--- src/rtl/float12_pkg.sv ---
// float12_pkg: shared fp12 widths, constants and divider/multiplier control states
package float12_pkg;
  localparam int FP_W = 12;
  localparam int EXP_W = 5;
  localparam int MAN_W = 6;
  localparam int EXP_BIAS = 15;
  localparam logic [FP_W-1:0] FP_ZERO = 12'h000;
  localparam logic [FP_W-2:0] FP_SAT_MAG = 11'h7FF;
  typedef enum logic [2:0] {IDLE, LOAD, DIV, NORM, DONE} state_t;
endpackage

--- src/rtl/mant_div_8.sv ---
// mant_div_8: 8-step restoring divide of (ma << 7) by mb, one quotient bit per cycle MSB first
module mant_div_8 (
  input  logic       clk,
  input  logic       rst,
  input  logic       start,
  input  logic [6:0] ma,
  input  logic [6:0] mb,
  output logic       done,
  output logic [7:0] q
);
  logic       busy;
  logic [2:0] cnt;
  logic [7:0] r;
  logic       ge;
  logic [6:0] r_sub;
  // remainder stays below 2*mb, so 8 bits hold it and the trial difference fits in 7
  assign ge = r >= {1'b0, mb};
  assign r_sub = ge ? 7'(r - {1'b0, mb}) : r[6:0];
  assign done = busy && cnt == 3'd7;
  always_ff @(posedge clk) begin
    if (rst) begin
      busy <= 1'b0;
      cnt <= '0;
      r <= '0;
      q <= '0;
    end else if (start) begin
      busy <= 1'b1;
      cnt <= '0;
      r <= {1'b0, ma};
      q <= '0;
    end else if (busy) begin
      r <= {r_sub, 1'b0};
      q <= {q[6:0], ge};
      cnt <= cnt + 3'd1;
      busy <= cnt != 3'd7;
    end
  end
endmodule

--- src/rtl/float_div_12.sv ---
// float_div_12: fixed-latency fp12 divider; start at cycle 0 yields done_o at cycle 11
module float_div_12 import float12_pkg::*; (
  input  logic            clk_i,
  input  logic            rst_i,
  input  logic            start_i,
  input  logic [FP_W-1:0] data_1_i,
  input  logic [FP_W-1:0] data_2_i,
  output logic            busy_o,
  output logic            done_o,
  output logic [FP_W-1:0] data_div_o,
  output logic            div_by_zero_o
);
  state_t state, state_nxt;
  logic [FP_W-1:0] a, b;
  logic sign;
  logic signed [6:0] e_raw, exp_n;
  logic [MAN_W-1:0] man_n;
  logic [FP_W-1:0] res;
  logic dbz, div_done;
  logic [7:0] q;
  mant_div_8 u_mant_div (
    .clk   (clk_i),
    .rst   (rst_i),
    .start (state == LOAD),
    .ma    ({1'b1, a[MAN_W-1:0]}),
    .mb    ({1'b1, b[MAN_W-1:0]}),
    .done  (div_done),
    .q     (q)
  );
  always_ff @(posedge clk_i) begin
    if (rst_i) begin
      state <= IDLE;
      a <= FP_ZERO;
      b <= FP_ZERO;
      sign <= 1'b0;
      e_raw <= '0;
      data_div_o <= FP_ZERO;
      div_by_zero_o <= 1'b0;
    end else begin
      state <= state_nxt;
      if (state == IDLE && start_i) begin
        a <= data_1_i;
        b <= data_2_i;
      end
      if (state == LOAD) begin
        sign <= a[FP_W-1] ^ b[FP_W-1];
        e_raw <= {2'b00, a[FP_W-2:MAN_W]} - {2'b00, b[FP_W-2:MAN_W]} + 7'(EXP_BIAS);
      end
      if (state == NORM) begin
        data_div_o <= res;
        div_by_zero_o <= dbz;
      end
    end
  end
  always_comb begin
    state_nxt = state;
    case (state)
      IDLE: state_nxt = start_i ? LOAD : IDLE;
      LOAD: state_nxt = DIV;
      DIV:  state_nxt = div_done ? NORM : DIV;
      NORM: state_nxt = DONE;
      DONE: state_nxt = IDLE;
      default: state_nxt = IDLE;
    endcase
  end
  // quotient lies in [64,254]; bit 7 decides whether the exponent needs a decrement
  always_comb begin
    exp_n = q[7] ? e_raw : e_raw - 7'sd1;
    man_n = q[7] ? q[6:1] : q[5:0];
    dbz = b == FP_ZERO;
    res = dbz ? {sign, FP_SAT_MAG} :
          a == FP_ZERO ? FP_ZERO :
          exp_n[6] ? FP_ZERO :
          exp_n > 7'sd31 ? {sign, FP_SAT_MAG} :
          {sign, exp_n[EXP_W-1:0], man_n};
  end
  assign busy_o = state == LOAD || state == DIV || state == NORM;
  assign done_o = state == DONE;
endmodule

--- config.mk ---
export PLATFORM = sky130hd
export DESIGN_NAME = float_div_12
export DESIGN_NICKNAME = d
export VERILOG_FILES = /design/src/rtl/float12_pkg.sv /design/src/rtl/mant_div_8.sv /design/src/rtl/float_div_12.sv
export SDC_FILE = /design/constraint.sdc
export NUM_CORES = 1
export LEC_CHECK = 0
export BUFFER_PORTS_ARGS = -buffer_cell sky130_fd_sc_hd__clkbuf_2
export CAP_MARGIN = 5
export CORE_MARGIN = 1
export CORE_UTILIZATION = 50
export CTS_CLUSTER_SIZE = 40
export DETAILED_ROUTE_END_ITERATION = 10
export GPL_TIMING_DRIVEN = 0
export HOLD_SLACK_MARGIN = 0.06
export PLACE_DENSITY = 0.7
export SLEW_MARGIN = 10
export SYNTH_ARGS = -nofsm -noshare
export SYNTH_HDL_FRONTEND = slang
export SYNTH_SLANG_ARGS = --single-unit
--- constraint.sdc ---
create_clock -name clk_i -period 4.6 [get_ports clk_i]
set_clock_uncertainty 0.15 [all_clocks]
set_input_delay 0.69 -clock clk_i [delete_from_list [all_inputs] [get_ports clk_i]]
set_output_delay 0.69 -clock clk_i [all_outputs]
set_load 0.02 [all_outputs]
==> results of run 1 <==
==> metrics by stage <==
stage | std cells | area (sq um) | worst slack, ns | utilization
floorplan | 406 | 3381 | 2.118 | -
global placement | 524 | 3682 | 1.876 | 0.5733
detailed placement | 524 | 3682 | 1.824 | 0.5733
CTS | 540 | 3923 | 1.821 | 0.6108
global route | 540 | 3923 | 1.612 | 0.6108
finish | 540 | 3923 | 1.801 | 0.6108
==> sequential cells by signal, indices dropped and copies added (netlist names) <==
name / cells
data_div_o: 12
e_raw: 7
state: 3
b: 12
u_mant_div.cnt: 3
div_by_zero_o: 1
sign: 1
u_mant_div.busy: 1
u_mant_div.q: 8
a: 12
u_mant_div.r: 8
==> report_power, final <==
part / switching, mW / internal [mW]
clock network: 0.229 / 0.361
logic: 0.191 / 0.142
registers: 0.0290 / 0.621
==> cell usage after synthesis (9+ instances only) <==
master,count,area (sq um)
dfxtp_1,68,1361
nand2_1,65,244.0
a21oi_1,52,260.3
nor2_1,27,101.4
clkbuf_1,22,82.58
inv_1,19,71.32
mux2i_1,16,160.2
ha_1,15,187.7
xnor2_1,11,96.34
o21ai_0,10,50.05
nor3_1,9,45.04
nor4_1,9,56.30
==> per-layer routing <==
layer | up-vias | wire length, um
met1 | 1382 | 3671
met2 | 46 | 3553
met4 | 0 | 170
li1 | 1520 | -
met5 | - | 0
met3 | 17 | 223
==> worst reg2reg max path, cell delays in order (launching register included) <==
cell	delay, ns
dfxtp_1	0.31
inv_1	0.07
ha_1	0.23
fa_1	0.42
nand2b_1	0.16
a21oi_1	0.27
o221ai_1	0.20
a21oi_2	0.43
mux2_2	0.40
o22ai_1	0.11
==> placed cells by master (no fill, tap or decap), types with 9 or more instances in the layout <==
master	instances
dfxtp_1	68
inv_1	19
mux2i_1	16
clkbuf_1	23
clkbuf_8	9
nor2_1	27
clkbuf_2	41
xnor2_1	11
nor4_1	9
nand2_1	65
o21ai_0	10
nor3_1	9
a21oi_1	52
ha_1	15
==> cells by family (layout without fill, tap and decap cells) <==
group,after synthesis,in the layout,synth area share
AOI/OAI and AO/OA,99,99,0.1721
xor gates and xnor gates,14,14,0.03627
adders and majority gates,17,17,0.06736
buffers and inverters,43,100,0.04996
DFF,68,68,0.4027
muxes,24,24,0.07402
and+or+nand+nor,141,141,0.1976
==> final timing paths <==
| kind | endpoint | slack, ns | cells past startpoint |
|---|---|---|---|
| worst max-delay path | u_mant_div.r[2]$_SDFFE_PP0P_ | 1.80 | 9 |
| worst min register to register | data_div_o[6]$_SDFFE_PP0P_ | 0.30 | 2 |
| worst min-delay path | data_div_o[6]$_SDFFE_PP0P_ | 0.30 | 2 |
| worst max register to register | u_mant_div.r[2]$_SDFFE_PP0P_ | 1.80 | 9 |
==> cell type report <==
cell class / instances / area share
tap: 77 / 0.02456
clock inverter: 6 / 0.02871
timing repair buffer: 41 / 0.05231
clock buffer: 10 / 0.03254
sequential: 68 / 0.3471
buffer: 24 / 0.02488
inverter: 19 / 0.01818
multi-input combinational: 295 / 0.4718
==> run metrics, run 1 <==
run status=complete, but fails checks; violated checks=DRC; Routed WL=7618 um; Gate Count Post-Synth=406; Clock transition at path regs=0.08 ns; initial antenna violation count=0; met2 Usage GRT=0.3689; Multi-input gate area=0.001851 sq mm; met3 Resource Use GR=0.04228; CP Capture Type=flip-flop; first-pass GRT wire length=13160 um; slowest stage delay, CP=0.43 ns; Critical Path RT=4.72 ns; GRT busiest layer=met2; CTS root buf=clkbuf_8; Crit Path Category=flip-flop to flip-flop; Die Width=84.23 um; crit-path cells=inv_1 > ha_1 > fa_1 > nand2b_1 > a21oi_1 > o221ai_1 > a21oi_2 > mux2_2 > o22ai_1; Starting Density=0.5264; FMAX=0.3573 GHz; Final Hold Viols=0; Final Cycle Share=0.6085; Fin Hold WS=0.3020 ns; CP arrival=2.92 ns; FP Rows=29; Main synth FF type=dfxtp_1; Seq cells post-synth=68; Power, Total=1.573 mW; postcts setup bufs=0; Setup-failing EPs final=0; Iteration-0 DRC Markers=98; Syn-to-layout area delta=16.03%; register area=0.001361 sq mm; synth unique cells=49; Static Leak=1.542 nW; Max Slew Vio Count=0; Clk Latency, worst-skew pair=0.34 ns; Hold Path Class=flip-flop to flip-flop; Cell Area, Synth=0.003381 sq mm; startpoint of the worst hold path=data_div_o[6]$_SDFFE_PP0P_; ratio of cells with drive above 1 in the final layout=0.1533; hold buffer count at CTS=0; Core Area=0.006422 sq mm; total track usage=0.2344; CP max FO=7; DIE AREA=0.007095 sq mm; post-cts resize count=0; Post-synth EDFFs=0; drt pass-1 iters=8; CTS tree=done; peak supply drop=0.2186 mV; antenna diode count=0; Final HPWL DP=5657 um; grt met1 use=0.3130; Ys Warns=0; Clock Tree Buf Depth=2; Num CTS Buffers=9; Residual DRC=2; via count=2965; max_cap viols=0; pwr/cell area=401.1 mW/mm^2; CTS H-tree depth=3; headroom to the max-slew limit=0.2488; Routed wire per std cell=14.11 um; crit path buf inv count=1; CP delay by family, top=compound AO/OA/AOI/OAI gates; reg2reg start=u_mant_div.r[0]$_SDFFE_PP0P_; number of global-route vias before repair=2833; IO Pins=42; CP startpoint kind=flip-flop; DIE HEIGHT=84.23 um; Vias/cell=5.491; ys async rst share=0; Post-Syn Nets=450; pin count of the biggest net entering global routing=13; Fin Setup TNS=0 ns; Layout Nets=502; antenna-violating nets left=0; CP max stage cell=a21oi_2; Fillers=586; RSZ-0062 raised after global routing=no; critical path startpoint=u_mant_div.r[0]$_SDFFE_PP0P_; Tmin final=2.799 ns; gr ovfl total=0; Tightest Pin Transition=1.111 ns; CTS Sinks=68; GPL Wtd Cong=0.8583; Seq/Total Area, Yosys=0.4027; IO Port Bufs=41; Avg Inst Size Synth=8.327 sq um
No activity file was read; power rests on OpenSTA's default activity.
==> inputs of run 2 (changes only) <==
Settings changed: ABC_AREA set to 1, PLACE_DENSITY 0.7 to 0.73.
Clock period 4.6 ns to 2.25 ns, I/O delays scaled along.
==> run 2 against run 1 <==
Against the previous run:
- the flow now finishes without violations
- via count grew 11%
- non-clock buffer count fell by 4
- register-to-register slack worse by 1.6 ns
- utilization shrank 1.8 points
- hold slack worse by 0.19 ns
- sequential power is 100% higher
- count of clock-buffer cells in the layout stayed put
- synthesized cell count is 24% higher
- area after synthesis up 3.3%
- setup slack worse by 1.6 ns
- cell area increased by 2.2%
- wire length increased by 6.0%
==> run metrics, run 2 <==
run status=finished clean; Seq/Total Area, Yosys=0.3898 (-0.01284); Residual DRC=0 (-2); Tmin final=2.092 ns (-0.7074 ns); first-pass GRT wire length=13690 um (+4.0%); synth unique cells=32 (-35%); CP max FO=3 (-4); Layout Nets=598 (+19%); slowest stage delay, CP=0.48 ns (+0.05 ns); CP arrival=2.24 ns (-0.68 ns); Final HPWL DP=6125 um (+8.3%); Layout Utilization=0.5931 (-0.01761); Iteration-0 DRC Markers=142 (+45%); peak supply drop=0.4239 mV (+94%); Die Width=85.57 um (+1.6%); Gate Count Post-Synth=502 (+24%); synth top area cells=dfxtp_1 39%, nand2_1 10%, a21oi_1 10%; Num CTS Buffers=9 (unchanged); antenna-violating nets left=0 (unchanged); Syn-to-layout area delta=14.76%; final setup margin=0.1585 ns (-1.643 ns); Place WS=0.04747 ns (-1.776 ns); headroom to the max-slew limit=0.6583 (+0.4096); Main synth FF type=dfxtp_1; register area=0.001364 sq mm (+0.18%); CTS H-tree depth=3 (unchanged); IO Pins=42 (unchanged); CTS tree=done; pin count of the biggest net entering global routing=14 (+1); reg2reg start=a[6]$_SDFFE_PP0P_; Crit Path Category=flip-flop to flip-flop; FP Rows=30 (+3.4%); Final Cycle Share=0.9296 (+0.3211); Max Slew Vio Count=0 (unchanged); initial antenna violation count=0 (unchanged); IO Port Bufs=40 (-2.4%); Routed WL=8072 um (+6.0%); most common cell after layout, fill and taps aside=nand2_1; hold buffer count at CTS=0 (unchanged); crit-path cells=inv_1 > ha_1 > inv_2 > fa_1 > inv_2 > ha_1 > inv_1 > nor2_2 > nand2_2 > a21oi_2 > o211ai_1 > nand2_1; Multi-input gate area=0.001798 sq mm (-2.8%); RSZ-0062 raised after global routing=no; max_cap viols=0 (unchanged); Setup-failing EPs final=0 (unchanged); GPL Wtd Cong=0.8515 (-0.79%); DIE AREA=0.007322 sq mm (+3.2%); CTS root buf=clkbuf_8; Starting Density=0.5169 (-0.009546); Core Area=0.006756 sq mm (+5.2%); DIE HEIGHT=85.57 um (+1.6%); Post-synth EDFFs=0 (unchanged); Fillers=647 (+10%); via count=3293 (+11%); Routed wire per std cell=12.63 um (-10%); Cell Area, Synth=0.003492 sq mm (+3.3%); Fin Setup TNS=0 ns (unchanged); Clock transition at path regs=0.08 ns (about the same); CP startpoint kind=flip-flop; Post-synth top cells=96 x nand2_1, 70 x a21oi_1, 68 x dfxtp_1, 66 x inv_1, 56 x nor2_1; Hold Path Class=input pin to flip-flop; drt pass-1 iters=4 (-4); ys async rst share=0 (unchanged); Ys Warns=0 (unchanged); CP max stage cell=fa_1; number of global-route vias before repair=3160 (+12%); Vias/cell=5.153 (-6.1%); Clk Latency, worst-skew pair=0.35 ns (about the same); startpoint of the worst hold path=data_1_i[0]; top flop regs=a x12, b x12, data_div_o x12; gr ovfl total=0 (unchanged); Final Hold Viols=0 (unchanged); commonest non-fill, non-tap cells in the layout=95 x nand2_1, 69 x a21oi_1, 66 x dfxtp_1; Static Leak=1.773 nW (+15%); Critical Path RT=2.40 ns (-2.32 ns); CP Capture Type=flip-flop; antenna diode count=0 (unchanged); post-synth top area share=0.3898 (-0.01284); ratio of cells with drive above 1 in the final layout=0.1503 (-0.003079); Tightest Pin Transition=0.5125 ns (-0.5987 ns); pwr/cell area=761.5 mW/mm^2 (+90%); critical path startpoint=a[6]$_SDFFE_PP0P_; Clock Tree Buf Depth=2 (unchanged); Post-Syn Nets=546 (+21%); FMAX=0.4781 GHz (+34%); CTS Sinks=68 (unchanged); Seq cells post-synth=68 (unchanged); top-count cell post-synth=nand2_1; total track usage=0.2412 (+0.006798); Avg Inst Size Synth=6.956 sq um (-16%); cell accounting for the most synthesized area=dfxtp_1
## run 2: worst max-delay path, delay by kind of cell, from the launching register on
| family | cells | cell delay [ns] |
|---|---|---|
| adder cells (fa/ha/maj) | 3 | 0.80 |
| flip-flops | 1 | 0.32 |
| AND/OR/NAND/NOR | 3 | 0.27 |
| AO/OA/AOI/OAI | 2 | 0.27 |
| buffers and inverters | 4 | 0.25 |
## run 2: worst paths after layout
path | end | slack, ns | depth (start not counted)
worst min register to register | a[0]$_SDFFE_PP0P_ | 0.31 | 2
worst max register to register | e_raw[4]$_SDFFE_PP0P_ | 0.16 | 12
worst max-delay path | e_raw[4]$_SDFFE_PP0P_ | 0.16 | 12
worst min-delay path | a[0]$_SDFFE_PP0P_ | 0.11 | 3
## run 2: what timing repair did
action	in CTS	in global routing
resized for setup	0	9
endpoints found under the setup margin	0	8
setup buffers	0	1
endpoints found under the hold margin	0	0
## run 2: cell families after synthesis
kind of cell / count (synthesis) / share of synthesized area
simple gates: 195 / 0.2372
compound gates: 125 / 0.1870
buf+inv: 89 / 0.1007
flops: 68 / 0.3898
fa+ha+maj: 17 / 0.06521
xor+xnor: 8 / 0.02006
## run 2: final cells by class
class,instances,share of cell area
Buffer,20,0.02310
Clock buffer,10,0.03434
Clock inverter,6,0.01218
Inverter,69,0.06463
Multi-Input combinational cell,345,0.4486
Sequential cell,68,0.3403
Tap cell,80,0.02498
Timing Repair Buffer,41,0.05183
## run 2: where the power goes
group / switching, mW / leakage, nW / internal [mW]
registers: 0.0528 / 0.556 / 1.28
clock network: 0.506 / 0.0851 / 0.437
logic: 0.484 / 1.13 / 0.294
total: 1.04 / 1.77 / 2.01
## run 2: stage by stage
stage | hold slack, ns | area, sq um | std cells | power, mW
2_1_floorplan | 0.2868 | 3492 | 502 | 1.932
3_3_place_gp | 0.3021 | 3792 | 622 | 2.086
3_5_place_dp | 0.3048 | 3792 | 622 | 2.108
4_1_cts | 0.1009 | 3979 | 638 | 3.048
5_1_grt | 0.1258 | 4008 | 639 | 3.246
6_report | 0.1148 | 4008 | 639 | 3.052
## run 2: layer usage
metal / vias to the layer above / track usage / part of all wire
li1: 1735 / - / -
met1: 1469 / 0.2810 / 0.45
met2: 75 / 0.4262 / 0.49
met3: 14 / 0.05486 / 0.038
met4: 0 / 0.1015 / 0.021
met5: - / 0 / 0
